`config.mk`:
```
export PLATFORM = sky130hd
export DESIGN_NAME = sm3_expnd_core
export DESIGN_NICKNAME = d
export VERILOG_FILES = /design/src/rtl/sm3_expnd_core.sv
export SDC_FILE = /design/constraint.sdc
export NUM_CORES = 1
export LEC_CHECK = 0
export BUFFER_PORTS_ARGS = -buffer_cell sky130_fd_sc_hd__buf_2
export CAP_MARGIN = 20
export CORE_MARGIN = 2
export CORE_UTILIZATION = 45
export DETAILED_ROUTE_END_ITERATION = 12
export GPL_TIMING_DRIVEN = 0
export PLACE_DENSITY = 0.68
export SYNTH_ARGS = -nofsm -noshare
export SYNTH_HDL_FRONTEND = slang
export SYNTH_SLANG_ARGS = --single-unit
```
`constraint.sdc`:
```
create_clock -name clk -period 45.4 [get_ports clk]
set_input_delay 6.81 -clock clk [delete_from_list [all_inputs] [get_ports clk]]
set_output_delay 6.81 -clock clk [all_outputs]
set_load 0.03 [all_outputs]
```
`src/rtl/sm3_expnd_core.sv`:
```
// rtl/sm3_expnd_core.sv - SM3 message expansion: 16-word load, 64 (W_j, W'_j) pairs per block
module sm3_expnd_core #(
    parameter int WD      = 32,
    parameter int RND_NUM = 64
) (
    input  logic          clk,
    input  logic          rst,
    input  logic [WD-1:0] pad_otpt_d_i,
    input  logic          pad_otpt_vld_i,
    input  logic          pad_otpt_lst_i,
    output logic          pad_otpt_ena_o,
    output logic [WD-1:0] expnd_otpt_wj_o,
    output logic [WD-1:0] expnd_otpt_wjj_o,
    output logic [5:0]    expnd_otpt_rnd_o,
    output logic          expnd_otpt_vld_o,
    output logic          expnd_otpt_lst_o,
    input  logic          expnd_otpt_rdy_i
);

    typedef enum logic {LOAD, RUN} state_t;

    state_t        state_q, state_d;
    logic [3:0]    cnt_q, cnt_d;
    logic [5:0]    rnd_q, rnd_d;
    logic          lst_q, lst_d;
    logic [WD-1:0] wbuf_q [16];
    logic [WD-1:0] wbuf_d [16];

    logic          pad_xfer;
    logic          out_xfer;
    logic          last_rnd;
    logic [WD-1:0] w_new;
    logic [WD-1:0] p1_in;

    function automatic logic [WD-1:0] rol(input logic [WD-1:0] x, input int unsigned n);
        return (x << n) | (x >> (WD - n));
    endfunction

    function automatic logic [WD-1:0] p1(input logic [WD-1:0] x);
        return x ^ rol(x, 15) ^ rol(x, 23);
    endfunction

    assign pad_xfer = pad_otpt_vld_i && pad_otpt_ena_o;
    assign out_xfer = expnd_otpt_vld_o && expnd_otpt_rdy_i;
    assign last_rnd = (rnd_q == 6'(RND_NUM - 1));

    // wbuf_q[0..15] holds W_j..W_{j+15}; this produces W_{j+16}
    assign p1_in = wbuf_q[0] ^ wbuf_q[7] ^ rol(wbuf_q[13], 15);
    assign w_new = p1(p1_in) ^ rol(wbuf_q[3], 7) ^ wbuf_q[10];

    always_ff @(posedge clk) begin
        if (rst) begin
            state_q <= LOAD;
            cnt_q   <= 4'd0;
            rnd_q   <= 6'd0;
            lst_q   <= 1'b0;
        end else begin
            state_q <= state_d;
            cnt_q   <= cnt_d;
            rnd_q   <= rnd_d;
            lst_q   <= lst_d;
        end
    end

    // Buffer contents are don't-care after reset; outputs are gated by state
    always_ff @(posedge clk) begin
        for (int i = 0; i < 16; i++) begin
            wbuf_q[i] <= wbuf_d[i];
        end
    end

    always_comb begin
        state_d = state_q;
        case (state_q)
            LOAD:    if (pad_xfer && cnt_q == 4'd15) state_d = RUN;
            RUN:     if (out_xfer && last_rnd) state_d = LOAD;
            default: state_d = LOAD;
        endcase
    end

    always_comb begin
        cnt_d = cnt_q;
        rnd_d = rnd_q;
        lst_d = lst_q;
        for (int i = 0; i < 16; i++) begin
            wbuf_d[i] = wbuf_q[i];
        end
        if (state_q == LOAD && pad_xfer) begin
            for (int i = 0; i < 15; i++) begin
                wbuf_d[i] = wbuf_q[i + 1];
            end
            wbuf_d[15] = pad_otpt_d_i;
            cnt_d      = cnt_q + 4'd1;
            if (cnt_q == 4'd15) lst_d = pad_otpt_lst_i;
        end else if (state_q == RUN && out_xfer) begin
            if (last_rnd) begin
                rnd_d = 6'd0;
                lst_d = 1'b0;
            end else begin
                for (int i = 0; i < 15; i++) begin
                    wbuf_d[i] = wbuf_q[i + 1];
                end
                wbuf_d[15] = w_new;
                rnd_d      = rnd_q + 6'd1;
            end
        end
    end

    always_comb begin
        pad_otpt_ena_o   = (state_q == LOAD);
        expnd_otpt_vld_o = (state_q == RUN);
        expnd_otpt_wj_o  = '0;
        expnd_otpt_wjj_o = '0;
        if (state_q == RUN) begin
            expnd_otpt_wj_o  = wbuf_q[0];
            expnd_otpt_wjj_o = wbuf_q[0] ^ wbuf_q[4];
        end
        expnd_otpt_rnd_o = rnd_q;
        expnd_otpt_lst_o = (state_q == RUN) && last_rnd && lst_q;
    end

endmodule
```
# --- After elaboration in Yosys (flattened, before gate mapping) ---
# Memories as Yosys holds them, arrays and structs flattened.
# Index checks and enable logic that the tools add are counted.
totals:
  mem_count: 1
  output_inout_bits: 73
  reg_bits: 12
  word_cells: 48
  in_bits: 37
  ram_bits: 512
mem_list:
  columns: ["name", "depth", "width", "read_ports", "rd_clocked_by_memory_dff", "wr", "line", "text"]
  rows:
  - ["wbuf_q", 16, 32, 16, 0, 16, "26", "logic [WD-1:0] wbuf_q [16];"]
classes:
  reduce_logical: 12
  add_sub_neg: 2
  bitwise: 13
  eq_ne: 3
  mux: 13
op_table:
  columns: ["cell", "n"]
  rows:
  - ["2-to-1 mux 512 bit", 3]
  - ["bitwise XOR 32 bit", 7]
  - ["2-to-1 mux 32 bit", 2]
  - ["bitwise OR 32 x 15 -> 32 bit", 2]
  - ["bitwise OR 32 x 23 -> 32 bit", 1]
  - ["bitwise OR 32 x 7 -> 32 bit", 1]
  - ["logical AND 1 bit", 8]
  - ["adder 6 x 1 -> 6 bit, second input constant", 1]
  - ["== test 6 bit, second input constant", 1]
  - ["2-to-1 mux 1 bit", 6]
  - ["2-to-1 mux 6 bit", 1]
  - ["adder 4 x 1 -> 4 bit, second input constant", 1]
  - ["== test 4 bit, second input constant", 1]
  - ["nonzero test 2 bit", 2]
  - ["AND reduction 3 bit", 1]
  - ["inequality test 2 x 1 -> 1 bit, second input constant", 1]
  - ["NOT 1 bit", 2]
  - ["one-hot mux 1 bit (2 select lines)", 1]
  - ["AND reduction 2 bit", 1]

# --- Depth between registers and ports, before layout ---
# An unclocked memory read counts as a cell.
depth:
  word_depth: 11
  depth_mapped: 6
  ltp_nobuf: 5

# --- Worst setup path after synthesis ---
# Ideal clock, no wire load.
synth_timing:
  path_kind: "input to register"
  start: "input port expnd_otpt_rdy_i"
  end: "memory wbuf_q[0][0], enable pin"
  stages: 2
  setup_ns: 1.498
  t_required_ns: 43.902
  n_path_buf: 0
  arrival_time_ns: 30.369
  setup_slack_ns: 13.532
  cell_sequence: "nand2_1 -> o21bai_1"
synth_rtl:
  columns: ["item", "line", "text"]
  rows:
  - ["start, declared", "17", "input logic expnd_otpt_rdy_i"]
  - ["end, declared", "26", null]

# --- Worst setup path in the final report ---
layout_timing:
  start: "register state_q (netlist: expnd_otpt_vld_o)"
  end: "output port expnd_otpt_wjj_o[1]"
layout_between:
  elab_chain_len: 1
layout_rtl:
  columns: ["item", "line", "text"]
  rows:
  - ["start, declared", "22", "state_t state_q, state_d;"]
  - ["start signal, assigned", "58", "state_q <= state_d;"]
  - ["2-to-1 mux 32 bit", "114", "if (state_q == RUN) begin"]
  - ["end, declared", "13", "output logic [WD-1:0] expnd_otpt_wjj_o,"]
# No other way between the ends.

==> run summary <==
status - finished clean
CP startpoint - expnd_otpt_vld_o
Via density - 5.02
CTS tree - built
Clock Pin Slew Worst Setup and Hold Paths - 60 ps
clock buffer depth - 3
gpl congestion - 0.812
leakage power - 7.92 nW
setup slack, reg-to-reg - 42270 ps
Synth Cell Area - 0.0187 mm2
Synth Instances - 912
Power Total - 0.00110 W
PD cells - 49.7 mW/mm2
Unique masters post-synth - 33
final WL - 36400 um
Hold Path Class - reg2reg
Clock Tree Root - clkbuf_16
Synth Register Bits - 524
setup_tns - 0 ps
Rows - 74
clock sink count - 524
final setup margin - 35290 ps
H-tree lvl count - 2
worst skew pair latency - 560 ps
Slew headroom - 24.8%
overall routing resource usage - 16.6%
share of cells above drive strength 1 - 19.2%
Post-DP HPWL - 24400 um
Util after Layout - 53.9%
Final Max Tran Viols - 0
Die H - 208 um
CP arrival - 3300 ps
Core ar. - 0.0409 mm2
Slew @ Worst Pin - 1130 ps
Avg Cell Area, Syn - 20.5 um2
final hold violation count - 0
Startpoint Class - flop
die area - 0.0433 mm2
Tcrit/Tclk final - 22.3%
synth warn - 0
WS Path Type - reg2out
antenna violations before repair - 1
nets - 1135
I/O pins - 110
I/O Buffers - 109
Max Freq - 0.0989 GHz
Syn Nets - 951
Initial Util - 45.8%
CTS Hold Bufs - 0
crit path to - expnd_otpt_wjj_o[1]
top_reg_cell synth - edfxtp_1
crit path capture type - output pin
drt drc - 0
antenna-violating nets left - 0
vias in the first global route - 8160
Reg-to-Reg Start - expnd_otpt_rnd_o[0]
Synth async-reset ratio - 0%
Cell Count, Final, Fillers Out - 1670
Worst Path Required - 38590 ps
fin crit period - 10110 ps
Area growth syn-to-layout - 17.8%
DR pass1 iterations - 5
Post CTS Setup Buffer Count - 0
sequential share of the synthesized area - 83.4%
number of buffers created by CTS - 51
maximum vdd drop - 0.0357 mV
# placed instances - 1575
crit-path max FO - 10
routed via count - 8378
post-CTS resize count - 0
Die Wd - 208 um
EDFF count, synth - 512
grt total ovfl - 0
final setup violation count - 0
largest net degree at the start of global routing - 37
Place WS - 35770 ps
drt wl/cell - 21.8 um
first-pass GRT wire length - 52200 um
First DRT Iteration DRCs - 897
max_cap viols - 0
clock skew - 16.5 ps
reg2reg path depth - 8
r2r endpoint - wbuf_q[0][133]
RSZ-0062 raised after global routing - false
[where the power goes]
group | switching [W] | total [W] | internal [W] | leakage (nW)
clock | 0.000174 | 0.000419 | 0.000245 | 0.821
sequential | 0.0000158 | 0.000589 | 0.000574 | 5.12
combinational | 0.0000465 | 0.0000886 | 0.0000421 | 1.98
total | 0.000236 | 0.00110 | 0.000861 | 7.92
[layout by cell type, fill, tap and decap left out, drive strengths merged, types with 4 or more instances in the layout]
cell type and count:
edfxtp 512, xnor2 161, buf 134, clkbuf 68
nor2 40, nand2 39, o21ai 36, and2 34
xnor3 32, clkinv 27, dfxtp 12, bufinv 7
a21oi 6, xor2 4, nand4 4, inv 4
[cell usage after synthesis (all sizes together), types with 2 or more instances]
master / number / area share [%]
edfxtp: 512 / 82
xnor2: 161 / 7.5
nor2: 40 / 0.80
nand2: 39 / 0.78
o21ai: 36 / 0.98
and2: 34 / 1.1
xnor3: 32 / 3.9
clkbuf: 13 / 0.26
dfxtp: 12 / 1.3
a21oi: 6 / 0.16
nand4: 4 / 0.13
xor2: 4 / 0.19
buf: 3 / 0.067
ha: 2 / 0.13
[registers in the layout, indices dropped and copies added, names as in the netlist]
signal and cells:
wbuf_q 512, expnd_otpt_rnd_o 6, cnt_q 4, expnd_otpt_vld_o 1
lst_q 1
[metrics by stage]
| step | hold WS, ps | instance area, um2 |
|---|---|---|
| final | 412 | 22100 |
| after global placement | 401 | 19900 |
| after global routing | 403 | 22100 |
| after detailed placement | 405 | 20400 |
| after CTS | 406 | 22100 |
| after floorplan | 400 | 18700 |
[cell families (layout without fill, tap and decap cells)]
group | after synthesis | in the layout | share of synthesized area [%]
other | 0 | 2 | 0
buffers and inverters | 17 | 241 | 0.347
multiplexers | 2 | 2 | 0.114
flip-flops | 524 | 524 | 83.4
AO/OA/AOI/OAI | 46 | 46 | 1.31
XOR/XNOR | 197 | 197 | 11.6
AND/OR/NAND/NOR | 124 | 124 | 3.11
adder cells (fa/ha/maj) | 2 | 2 | 0.134
[final cells by class]
class                           instances  area, um2
Buffer                                 16       61.3
Clock buffer                           55       1290
Sequential cell                       524      15600
Fill cell                            3127      18900
Timing Repair Buffer                  131       1010
Antenna cell                            2       5.00
Inverter                                1       3.75
Clock inverter                         38        363
Tap cell                              532        666
Multi-Input combinational cell        371       3060
[how the worst min path moves through the flow]
| stage | from | endpoint | cells after the start |
|---|---|---|---|
| floorplan | wbuf_q[0][32] | wbuf_q[0][0] | 0 |
| global placement | wbuf_q[1][199] | wbuf_q[1][167] | 0 |
| detailed placement | wbuf_q[0][196] | wbuf_q[0][164] | 0 |
| CTS | wbuf_q[0][161] | wbuf_q[0][129] | 0 |
| global route | wbuf_q[0][161] | wbuf_q[0][129] | 0 |
| finish | wbuf_q[0][161] | wbuf_q[0][129] | 0 |
[critical path: stages, from the launching register on]
cell	delay [ps]
dfxtp_1	400
clkbuf_1	690
inv_1	400
clkbuf_1	570
nor2_1	410
buf_2	260
[routing by layer]
layer	up-vias	part of all wire (%)	global-route usage [%]	routed length (um)
li1	3776	-	-	-
met1	4272	46	25.0	16900
met2	268	45	25.1	16500
met3	60	6.3	3.23	2310
met4	2	1.9	4.13	700
met5	-	0.036	0	13
(Power assumes the default switching activity.)
